$ cat src/rtl/ins_fetch_pkg.sv
// Shared types for the instruction prefetch unit: fetch FSM states and the
// buffered {ins, npc} entry layout.
package ins_fetch_pkg;

   // Width of the default entry; matches the default BUS_WIDTH of the unit.
   localparam int unsigned FETCH_WIDTH = 32;

   typedef enum logic [1:0] {
      StIdle,
      StReq,
      StWait,
      StDrain
   } fetch_state_t;

   typedef struct packed {
      logic [FETCH_WIDTH-1:0] ins;
      logic [FETCH_WIDTH-1:0] npc;
   } fetch_entry_t;

endpackage

$ cat src/rtl/ins_fifo.sv
// DEPTH-entry synchronous FIFO with a flush input. Flush wins over push and
// pop in the same cycle. Storage is not reset; consumers qualify head_out with
// empty_out.
module ins_fifo
   import ins_fetch_pkg::*;
#(
   parameter int unsigned DEPTH   = 4,
   parameter type         entry_t = fetch_entry_t,
   localparam int unsigned PTR_W  = $clog2(DEPTH),
   localparam int unsigned CNT_W  = $clog2(DEPTH + 1)
) (
   input  logic             clock,
   input  logic             reset_n_in,
   input  logic             flush_in,
   input  logic             push_in,
   input  entry_t           push_data_in,
   input  logic             pop_in,
   output entry_t           head_out,
   output logic             empty_out,
   output logic [CNT_W-1:0] count_out
);

   entry_t           mem_q [DEPTH];
   logic [PTR_W-1:0] wr_ptr_q;
   logic [PTR_W-1:0] rd_ptr_q;
   logic [CNT_W-1:0] count_q;

   // Pointer and occupancy update; DEPTH is a power of two so pointers wrap.
   always_ff @(posedge clock or negedge reset_n_in) begin
      if (!reset_n_in) begin
         wr_ptr_q <= '0;
         rd_ptr_q <= '0;
         count_q  <= '0;
      end else if (flush_in) begin
         wr_ptr_q <= '0;
         rd_ptr_q <= '0;
         count_q  <= '0;
      end else begin
         if (push_in) wr_ptr_q <= wr_ptr_q + PTR_W'(1);
         if (pop_in)  rd_ptr_q <= rd_ptr_q + PTR_W'(1);
         if (push_in && !pop_in) begin
            count_q <= count_q + CNT_W'(1);
         end else if (pop_in && !push_in) begin
            count_q <= count_q - CNT_W'(1);
         end
      end
   end

   // Entry storage write.
   always_ff @(posedge clock) begin
      if (push_in && !flush_in) mem_q[wr_ptr_q] <= push_data_in;
   end

   assign head_out  = mem_q[rd_ptr_q];
   assign empty_out = (count_q == '0);
   assign count_out = count_q;

endmodule

$ cat src/rtl/ins_prefetch_unit.sv
// Instruction prefetch unit: keeps up to DEPTH fetched instructions ahead of
// decode, with at most one memory read outstanding. Space is reserved before a
// request is issued, so a response never lands in a full buffer.
// Optional feature: define INS_PREFETCH_BYPASS_EN to present a response that
// arrives at an empty buffer in the same cycle.
module ins_prefetch_unit
   import ins_fetch_pkg::*;
#(
   parameter int unsigned          BUS_WIDTH    = 32,
   parameter int unsigned          DEPTH        = 4,
   parameter logic [BUS_WIDTH-1:0] PC_INCREMENT = BUS_WIDTH'(1),
   parameter logic [BUS_WIDTH-1:0] RESET_PC     = '0,
   localparam int unsigned         CNT_W        = $clog2(DEPTH + 1)
) (
   input  logic                 clock,
   input  logic                 reset_n_in,
   input  logic                 redirect_valid_in,
   input  logic [BUS_WIDTH-1:0] redirect_pc_in,
   output logic                 mem_req_out,
   output logic [BUS_WIDTH-1:0] mem_addr_out,
   input  logic                 mem_gnt_in,
   input  logic                 mem_rvalid_in,
   input  logic [BUS_WIDTH-1:0] mem_rdata_in,
   output logic                 ins_valid_out,
   input  logic                 ins_ready_in,
   output logic [BUS_WIDTH-1:0] ins_out,
   output logic [BUS_WIDTH-1:0] npc_out,
   output logic [CNT_W-1:0]     count_out
);

   // Same layout as fetch_entry_t, sized to BUS_WIDTH.
   typedef struct packed {
      logic [BUS_WIDTH-1:0] ins;
      logic [BUS_WIDTH-1:0] npc;
   } entry_t;

   localparam logic [CNT_W:0] DEPTH_CNT = (CNT_W + 1)'(DEPTH);

   fetch_state_t         state_q;
   logic [BUS_WIDTH-1:0] fetch_pc_q;

   entry_t           fifo_head;
   entry_t           rsp_entry;
   entry_t           head;
   logic             fifo_empty;
   logic [CNT_W-1:0] fifo_count;
   logic             rsp_accept;
   logic             bypass_hit;
   logic             head_valid;
   logic             pop;
   logic             fifo_push;
   logic             fifo_pop;
   logic [CNT_W:0]   count_after_pop;
   logic [CNT_W:0]   count_after_rsp;

   // Response acceptance, bypass, push/pop and post-update occupancy.
   always_comb begin
      rsp_accept    = (state_q == StWait) && mem_rvalid_in && !redirect_valid_in;
      // In WAIT fetch_pc_q already holds issued address + PC_INCREMENT.
      rsp_entry.ins = mem_rdata_in;
      rsp_entry.npc = fetch_pc_q;
`ifdef INS_PREFETCH_BYPASS_EN
      bypass_hit    = rsp_accept && fifo_empty;
`else
      bypass_hit    = 1'b0;
`endif
      head_valid      = !fifo_empty || bypass_hit;
      head            = fifo_empty ? rsp_entry : fifo_head;
      pop             = head_valid && ins_ready_in;
      fifo_pop        = pop && !fifo_empty && !redirect_valid_in;
      // A bypassed response taken by decode this cycle is never stored.
      fifo_push       = rsp_accept && !(bypass_hit && ins_ready_in);
      count_after_pop = {1'b0, fifo_count} - {{CNT_W{1'b0}}, fifo_pop};
      count_after_rsp = count_after_pop + {{CNT_W{1'b0}}, fifo_push};
   end

   // Fetch FSM and fetch address; redirect takes priority over everything.
   always_ff @(posedge clock or negedge reset_n_in) begin
      if (!reset_n_in) begin
         state_q    <= StIdle;
         fetch_pc_q <= RESET_PC;
      end else begin
         if (redirect_valid_in) begin
            fetch_pc_q <= redirect_pc_in;
         end else if ((state_q == StReq) && mem_gnt_in) begin
            fetch_pc_q <= fetch_pc_q + PC_INCREMENT;
         end

         unique case (state_q)
            StIdle: begin
               if (redirect_valid_in || (count_after_pop < DEPTH_CNT)) state_q <= StReq;
            end
            StReq: begin
               // A grant alongside a redirect leaves a response to throw away.
               if (mem_gnt_in) state_q <= redirect_valid_in ? StDrain : StWait;
            end
            StWait: begin
               if (redirect_valid_in) begin
                  state_q <= mem_rvalid_in ? StReq : StDrain;
               end else if (mem_rvalid_in) begin
                  state_q <= (count_after_rsp < DEPTH_CNT) ? StReq : StIdle;
               end
            end
            StDrain: begin
               // The stale response completes the drain even if a new redirect
               // arrives with it; otherwise a redirect keeps waiting here.
               if (mem_rvalid_in) state_q <= StReq;
            end
            default: state_q <= StIdle;
         endcase
      end
   end

   ins_fifo #(
      .DEPTH   (DEPTH),
      .entry_t (entry_t)
   ) u_fifo (
      .clock        (clock),
      .reset_n_in   (reset_n_in),
      .flush_in     (redirect_valid_in),
      .push_in      (fifo_push),
      .push_data_in (rsp_entry),
      .pop_in       (fifo_pop),
      .head_out     (fifo_head),
      .empty_out    (fifo_empty),
      .count_out    (fifo_count)
   );

   assign mem_req_out   = (state_q == StReq);
   assign mem_addr_out  = mem_req_out ? fetch_pc_q : '0;
   assign ins_valid_out = head_valid;
   assign ins_out       = head_valid ? head.ins : '0;
   assign npc_out       = head_valid ? head.npc : '0;
   assign count_out     = fifo_count;

endmodule

$ cat config.mk
export PLATFORM = sky130hd
export DESIGN_NAME = ins_prefetch_unit
export DESIGN_NICKNAME = d
export VERILOG_FILES = /design/src/rtl/ins_fetch_pkg.sv /design/src/rtl/ins_fifo.sv /design/src/rtl/ins_prefetch_unit.sv
export SDC_FILE = /design/constraint.sdc
export NUM_CORES = 1
export LEC_CHECK = 0
export CORE_ASPECT_RATIO = 0.9
export CORE_UTILIZATION = 30
export CTS_BUF_LIST = sky130_fd_sc_hd__clkbuf_8
export DETAILED_ROUTE_END_ITERATION = 8
export PLACE_DENSITY_LB_ADDON = 0.15
export SYNTH_ARGS = -nofsm -noshare
export SYNTH_HDL_FRONTEND = slang
export SYNTH_SLANG_ARGS = --single-unit
$ cat constraint.sdc
create_clock -name clock -period 4.55 [get_ports clock]
set_input_delay 0.91 -clock clock [delete_from_list [all_inputs] [get_ports clock]]
set_output_delay 0.91 -clock clock [all_outputs]
set_load 0.1 [all_outputs]
# After elaboration in Yosys (flattened, before gate mapping)
# Memory sizes are Yosys's and may differ from the RTL's.
# Cells that the tools add are included.
# classes
add_sub_neg	7
n_reduce_logical	21
mux	23
order_cmp	2
n_eq_ne	7
# op_table
operator	count
two-way mux 32 bit	5
adder 32 x 1 -> 32 bit (second input constant)	1
two-way mux 2 bit	10
logical AND 1 bit	9
two-way mux 3 bit	3
< comparator 4 x 3 -> 1 bit (second input constant)	2
one-hot mux 2 bit (4 select lines)	1
nonzero test 2 bit	3
adder 2 x 1 -> 2 bit (second input constant)	2
adder 4 x 1 -> 4 bit	1
equality test 2 bit (second input constant)	2
logical NOT 1 bit	4
two-way mux 1 bit	4
inequality test 2 bit (second input constant)	2
AND reduction 4 bit	1
subtractor 3 x 1 -> 4 bit	1
adder 3 x 1 -> 3 bit (second input constant)	1
logical NOT 3 bit	1
inequality test 3 bit (second input constant)	1
nonzero test 3 bit	1
subtractor 3 x 1 -> 3 bit (second input constant)	1
equality test 2 x 1 -> 1 bit (second input constant)	1
logical NOT 2 bit	1
inequality test 2 x 1 -> 1 bit (second input constant)	1
logical OR 1 bit	1
# totals
reg_bits	41
n_memories	1
ram_bits	256
output_inout_bits	101
# mem_list
memory	words	word_bits	rd	rd_clocked_by_memory_dff	write_ports	line_no	source
u_fifo.mem_q	4	64	1	0	1	ins_fifo.sv:23	entry_t mem_q [DEPTH];

# Depth between registers and ports, before layout
# Gate-level depths: netlist of run 1.
# logic_depth
depth_word	12
depth_mapped	10
depth_no_buf	10

# By module
# From an unflattened synthesis of run 1, not the netlist that was laid out.
# unflattened
cells_unflattened	751
area_unflattened_um2	12589.6
# by_module_without_submodules
mod	area_per_inst_um2	cells_per_inst	n_inst
ins_fifo	9666.8	378	1
ins_prefetch_unit	2922.8	373	1

# Worst setup path after synthesis of run 1
# OpenSTA, ideal clock, no wires.
# synth_timing
path_type	reg-to-output
start	reg u_fifo.count_q[2] (netlist: u_fifo.count_out[2])
end	out npc_out[22]
stages_incl_launch_ff	4
path_buffers	1
path_slack_ns	0.504
arrival_ns	3.136
path_cell_list	dfrtp_1 -> or3_1 -> clkbuf_1 -> and2_1
# synth_via
elab_chain_len	2
# synth_rtl
element	line_no	source
from (decl)	ins_fifo.sv:26	logic [CNT_W-1:0] count_q;
from (signal assigned)	ins_fifo.sv:42	count_q <= count_q + CNT_W'(1);
from (signal assigned)	ins_fifo.sv:44	count_q <= count_q - CNT_W'(1);
logical NOT 3 bit	ins_fifo.sv:55	assign empty_out = (count_q == '0);
two-way mux 32 bit	ins_prefetch_unit.sv:133	assign npc_out = head_valid ? head.npc : '0;
to (decl)	ins_prefetch_unit.sv:27	output logic [BUS_WIDTH-1:0] npc_out,
# No other way between the ends.

# Worst setup path in the final report of run 1
# layout_timing
start	reg u_fifo.rd_ptr_q[0]
end	out npc_out[30]
# layout_via
elab_chain_len	2
# layout_rtl
element	line_no	source
from (decl)	ins_fifo.sv:25	logic [PTR_W-1:0] rd_ptr_q;
from (signal assigned)	ins_fifo.sv:40	if (pop_in) rd_ptr_q <= rd_ptr_q + PTR_W'(1);
memory read (4 x 64 bit)	-	
two-way mux 32 bit	ins_prefetch_unit.sv:133	
# No other way between the ends.

==> results.tsv, run 1 <==
stage	metric	value	unit
outcome	status	complete, no violations	
setup_path	crit_arrival	3.28	ns
sta	slew_headroom	34.5	%
synth	synthTopCellsByArea	edfxtp_1 (62%), mux4_2 (12%), dfrtp_1 (8.3%)	
floorplan	die_h	194	um
sta	fin_setup_tns	0	ns
min_path	hold_path.class	in2async	
power	p_per_area	713	mW/mm^2
sta	fin_skew	0.0241	ns
setup_path	worstRegToRegCells	7	
finish	final_common_cell	edfxtp_1	
cts	cts_setup_buffers	0	
placed_design	dpl_worst_slack	0.913	ns
drt	drt_pass1_iterations	4	
synth	syn_area	0.0123	sq mm
setup_path	slowest_delay	0.97	ns
global_routing	use_met2	23.5	%
synth	synth_top_flop_cell	edfxtp_1	
global_routing	grt_antenna_before_repair	2	
setup_path	critPathKind	reg2out	
power	power.static_leakage	5.35	nW
floorplan	io_pins	171	
sta	period_share	92.2	%
finish	syn2layout_area_growth	26.5	%
synth	synth_fa_ha_area_share	1.28	%
synth	netlist_instances	705	
synth	yosysSeqAreaShare	70.8	%
setup_path	cpMaxStageDelayCell	clkdlybuf4s50_1	
synth	async_reset_ff_share	13.8	%
sta	final.min_clock_period	4.19	ns
synth	synth_xor_area_share	2.63	%
setup_path	cp_max_fo	33	
drt	drt-vias-per-instance	4.56	
setup_path	r2r-end	fetch_pc_q[28]	
sta	setup_violations	0	
global_routing	grt_pass1_wl	45.8	mm
cts	numClockSinks	297	
finish	fin_util	38.4	%
cts	clk_latency	0.59	ns
synth	syn_nets	787	
global_routing	grt_usage	14.5	%
floorplan	num_rows	70	
synth	synth_top_area_cell	edfxtp_1	
sta	max_freq	238	MHz
setup_path	crit_start	u_fifo.rd_ptr_q[0]	
global_routing	busiest_layer	met2	
cts	cts-resized-gates	0	
synth	synth_edf_count	256	
global_routing	grt_overflow_total	0	
synth	synthMuxAreaShare	12.2	%
synth	synth_seq_cells	297	
floorplan	design.die.area	0.0418	sq mm
sta	hold_viol	0	
global_routing	grt_use_met3	3.56	%
cts	clkTransAtPathRegs	0.06	ns
drt	vias	6801	
drt	dr.first_iter.drc_count	306	
synth	ys_types	43	
sta	worst_slew_pin_slew	0.980	ns
cts	ctsLongestPathBuffers	3	
synth	synthSimpleGateAreaFrac	9.56	%
finish	num-nets-final	990	
synth	synth_top_family_by_area	multiplexers	
cts	postCtsHoldBufs	0	
finish	final_cell_mix	edfxtp_1 (256), clkdlybuf4s50_1 (101), and2_1 (95)	
setup_path	crit_required	3.64	ns
flow_run	cap_violations	0	
cts	cts_buffers	52	
floorplan	initial_core_util	30.3	%
placed_design	portBuffers	170	
drt	route.detailed.drc	0	
setup_path	ff2ff_setup_slack	1.77	ns
synth	avgSynthCellArea	17.5	sq um
finish	finalNonFillerCells	1493	
setup_path	critical_path.startpoint_type	register	
synth	yosysWarnings	0	
drt	wl_per_cell	19.9	um
setup_path	endpoint_kind	output pin	
setup_path	r2r-start	state_q[1]	
global_routing	grt_pass1_vias	7448	
finish	drive_gt1_share	24.6	%
drt	wirelength	29.7	mm
sta	slew_violations	0	
cts	cts_root_buf	clkbuf_8	
cts	h-tree-depth	2	
synth	yosysTopAreaCellShare	62.5	%
sta	rsz0062_at_grt	no	
placed_design	dp.cells	1394	
cts	tritoncts	yes	
setup_path	crit_chain	mux4_2 > and2_1 > clkdlybuf4s50_1	
sta	setup_ws	0.356	ns
placed_design	gp_congestion	0.697	
power	peakVddDrop	0.853	mV
global_routing	gr-usage-met1	19.1	%
global_routing	grt_max_degree	71	
sta	whs	0.342	ns
placed_design	place_hpwl	17.6	mm
drt	drt.antenna.violating_nets	0	
floorplan	core_area	0.0406	sq mm
synth	synth_compound_area_share	1.98	%
floorplan	dieWidth	215	um
cell families (layout without fill, tap and decap cells):
logic type,after synthesis,after routing
AO/OA/AOI/OAI,42,42
XOR/XNOR,37,37
adder cells (fa/ha/maj),12,12
buffers and inverters,44,291
flip-flops,297,297
multiplexers,69,69
other,0,1
AND/OR/NAND/NOR,204,204
worst max path at each step:
stage	to	slack (ns)	cells after the start
floorplan	npc_out[22]	0.50	3
global placement	npc_out[30]	0.91	3
detailed placement	npc_out[23]	0.91	3
CTS	npc_out[17]	0.24	3
global route	ins_out[29]	0.15	3
finish	npc_out[30]	0.36	3
critical path: cells and delay by family (launching register included):
kind,cells,cell delay (ns)
flip-flops,1,0.88
AND/OR/NAND/NOR,1,0.18
buffers and inverters,1,0.97
multiplexers,1,0.63
sequential cells by signal, indices dropped and copies added (netlist names):
| signal | cells |
|---|---|
| u_fifo.mem_q | 256 |
| u_fifo.rd_ptr_q | 2 |
| u_fifo.wr_ptr_q | 2 |
| state_q | 2 |
| u_fifo.count_out | 3 |
| fetch_pc_q | 32 |
cell type report:
class / count / area (sq um)
repair buffers: 183 / 1670
clock inverters: 43 / 283
flip-flops and latches: 297 / 8720
fillers: 3848 / 25000
multi-input cells: 364 / 3420
diodes: 1 / 2.50
clock buffers: 55 / 757
well taps: 540 / 676
inverters: 10 / 37.5
synthesized netlist by cell type, drive strengths merged, types with 3 or more instances:
| master | count |
|---|---|
| nor3 | 3 |
| nand4 | 14 |
| and3 | 5 |
| xnor2 | 9 |
| ha | 11 |
| nor4 | 4 |
| nor2 | 14 |
| nand2 | 44 |
| mux2 | 3 |
| buf | 16 |
| dfrtp | 41 |
| clkbuf | 18 |
| and2 | 100 |
| mux4 | 64 |
| edfxtp | 256 |
| xor2 | 28 |
| nand3 | 16 |
| a21oi | 3 |
| inv | 10 |
| o21ai | 32 |
power by group:
group	total (W)	leakage, nW	switching (W)	internal [W]
Clock	0.00245	0.602	0.00110	0.00135
Sequential	0.00330	2.81	0.000228	0.00307
Combinational	0.00535	1.93	0.00404	0.00131
Total	0.0111	5.35	0.00537	0.00573
metrics by stage:
step	power, W	cell area, sq um
3_3_place_gp	0.00878	14500
5_1_grt	0.0116	15600
2_1_floorplan	0.00755	12300
4_1_cts	0.0113	15600
6_report	0.0111	15600
3_5_place_dp	0.00878	14500
routing by layer:
metal	vias to the layer above	routed length [um]	share of wire, %
met1	3446	13600	46
met3	52	1560	5.2
li1	3119	-	-
met2	182	14000	47
met5	-	13	0.044
met4	2	631	2.1
Power figures use the tool's default switching activity.
==> run 2: changes to the inputs <==
--- a/constraint.sdc
+++ b/constraint.sdc
@@ -3,2 +3,2 @@
 set_output_delay 0.91 -clock clock [all_outputs]
-set_load 0.1 [all_outputs]
+set_load 0.05 [all_outputs]
==> run 2 against run 1 <==
Compared with the run above:
- via count decreased by 0.51%
- combinational power is 27% lower
- largest power group unchanged
- critical endpoint is now ins_out[0]
- critical path type unchanged
- hold slack better by 0.019 ns
==> results.tsv, run 2 (synthesized netlist as in run 1, its figures left out) <==
stage	metric	value	unit	change
outcome	status	complete, no violations		unchanged
drt	drt.antenna.violating_nets	0		unchanged
setup_path	critPathKind	reg2out		unchanged
drt	vias	6766		was 6801
drt	drt_pass1_iterations	4		unchanged
flow_run	cap_violations	0		unchanged
sta	final.min_clock_period	4.07	ns	was 4.19 ns
cts	cts_root_buf	clkbuf_8		unchanged
placed_design	placed_area	0.0147	sq mm	was 0.0145 sq mm
finish	finalNonFillerCells	1488		was 1493
sta	slew_headroom	38.5	%	was 34.5%
global_routing	grt_pass1_wl	44.8	mm	was 45.8 mm
global_routing	grt_pass1_vias	7466		was 7448
floorplan	io_pins	171		unchanged
power	p_per_area	597	mW/mm^2	was 713 mW/mm^2
drt	drt-vias-per-instance	4.55		was 4.56
floorplan	design.die.area	0.0418	sq mm	unchanged
cts	numClockSinks	297		unchanged
finish	fillers	3801		was 3848
drt	route.detailed.drc	0		unchanged
finish	num-nets-final	990		unchanged
global_routing	grt_antenna_before_repair	1		was 2
finish	largest_reg_flops	256		unchanged
cts	clk_latency	0.57	ns	was 0.59 ns
placed_design	place_hpwl	17.8	mm	was 17.6 mm
cts	cts-resized-gates	0		unchanged
cts	cts_setup_buffers	0		unchanged
sta	hold_viol	0		unchanged
sta	max_freq	246	MHz	was 238 MHz
global_routing	grt_max_degree	42		was 71
finish	final_common_cell	edfxtp_1		unchanged
placed_design	portBuffers	170		unchanged
drt	wl_per_cell	19.5	um	was 19.9 um
sta	period_share	89.4	%	was 92.2%
sta	worst_slew_pin_slew	0.916	ns	was 0.980 ns
drt	wirelength	29.0	mm	was 29.7 mm
floorplan	die_h	194	um	unchanged
cts	cts_buffers	51		was 52
cts	clkTransAtPathRegs	0.06	ns	about the same
setup_path	crit_arrival	3.16	ns	was 3.28 ns
floorplan	dieWidth	215	um	unchanged
setup_path	crit_required	3.64	ns	about the same
finish	final_cell_mix	edfxtp_1 (256), clkdlybuf4s50_1 (168), and2_1 (95)		was edfxtp_1 (256), clkdlybuf4s50_1 (101), and2_1 (95)
placed_design	gp_congestion	0.712		was 0.697
placed_design	dp.cells	1395		was 1394
finish	drive_gt1_share	17.1	%	was 24.6%
global_routing	grt_overflow_total	0		unchanged
min_path	hold_path.class	in2async		unchanged
cts	ctsLongestPathBuffers	3		unchanged
power	peakVddDrop	0.280	mV	was 0.853 mV
setup_path	cp_max_fo	31		was 33
cts	tritoncts	yes		unchanged
global_routing	grt_usage	14.1	%	was 14.5%
floorplan	initial_core_util	30.3	%	unchanged
finish	regMostFlops	u_fifo.mem_q		unchanged
cts	postCtsHoldBufs	0		unchanged
drt	dr.first_iter.drc_count	363		was 306
setup_path	critical_path.startpoint_type	register		unchanged
finish	syn2layout_area_growth	27.2	%	was 26.5%
floorplan	num_rows	70		unchanged
power	power.static_leakage	5.22	nW	was 5.35 nW
sta	slew_violations	0		unchanged
cts	h-tree-depth	2		unchanged
sta	rsz0062_at_grt	no		unchanged
sta	fin_setup_tns	0	ns	unchanged
sta	whs	0.361	ns	was 0.342 ns
sta	fin_skew	0.0109	ns	was 0.0241 ns
floorplan	core_area	0.0406	sq mm	unchanged
sta	setup_violations	0		unchanged
finish	final_cell_area	0.0157	sq mm	was 0.0156 sq mm
finish	antenna-diode-count	0		was 1
setup_path	endpoint_kind	output pin		unchanged
## run 2: cell count changes in the layout (fill, tap and decap cells not counted), sizes merged
cell,previous run,this run
bufinv,4,1
clkinv,17,11
diode,1,0
clkinvlp,2,1
clkbuf,55,54
inv,30,36
clkdlybuf4s50,101,168
buf,82,16
## run 2: path summary, 6_finish.rpt
kind | from | end | slack [ns] | depth (start not counted)
worst min register to register | state_q[1] | state_q[1] | 0.57 | 2
min in group clock | state_q[1] | state_q[1] | 0.57 | 2
worst max-delay path | u_fifo.count_out[2] | ins_out[0] | 0.48 | 4
worst min-delay path | reset_n_in | fetch_pc_q[12] | 0.36 | 1
max in group asynchronous | reset_n_in | u_fifo.rd_ptr_q[1] | 3.44 | 2
worst max register to register | state_q[1] | fetch_pc_q[29] | 1.89 | 8
## run 2: layout make-up
class / instances / area (sq um) / share of cell area [%]
Sequential cell: 297 / 8720 / 55.7
Multi-Input combinational cell: 364 / 3420 / 21.8
Timing Repair Buffer: 184 / 1870 / 12.0
Clock buffer: 54 / 743 / 4.75
Tap cell: 540 / 676 / 4.32
Clock inverter: 39 / 184 / 1.18
Inverter: 10 / 37.5 / 0.240
## run 2: per-stage QoR
step / power (W) / utilization [%] / setup WS (ns)
global route: 0.00979 / 38.6 / 0.286
finish: 0.00935 / 38.6 / 0.482
global placement: 0.00729 / 36.3 / 1.00
detailed placement: 0.00728 / 36.3 / 0.994
floorplan: 0.00592 / - / 1.15
CTS: 0.00952 / 38.6 / 0.359
## run 2: power breakdown
part           leakage, nW  internal [W]  switching [W]
clock                0.572       0.00115        0.00104
combinational         1.84       0.00144        0.00246
sequential            2.81       0.00307       0.000194
## run 2: worst max-delay path, stage by stage (launching register included)
cell	delay, ns
dfrtp_1	0.55
or3_2	0.57
buf_4	0.41
and2_1	0.22
clkdlybuf4s50_1	0.82
## run 2: routing by layer
| metal | global-route usage [%] | up-vias | wire length (um) |
|---|---|---|---|
| met3 | 3.33 | 51 | 1570 |
| li1 | - | 3106 | - |
| met2 | 22.8 | 181 | 13600 |
| met1 | 19.0 | 3426 | 13400 |
| met4 | 3.84 | 2 | 500 |
| met5 | 0 | - | 12 |
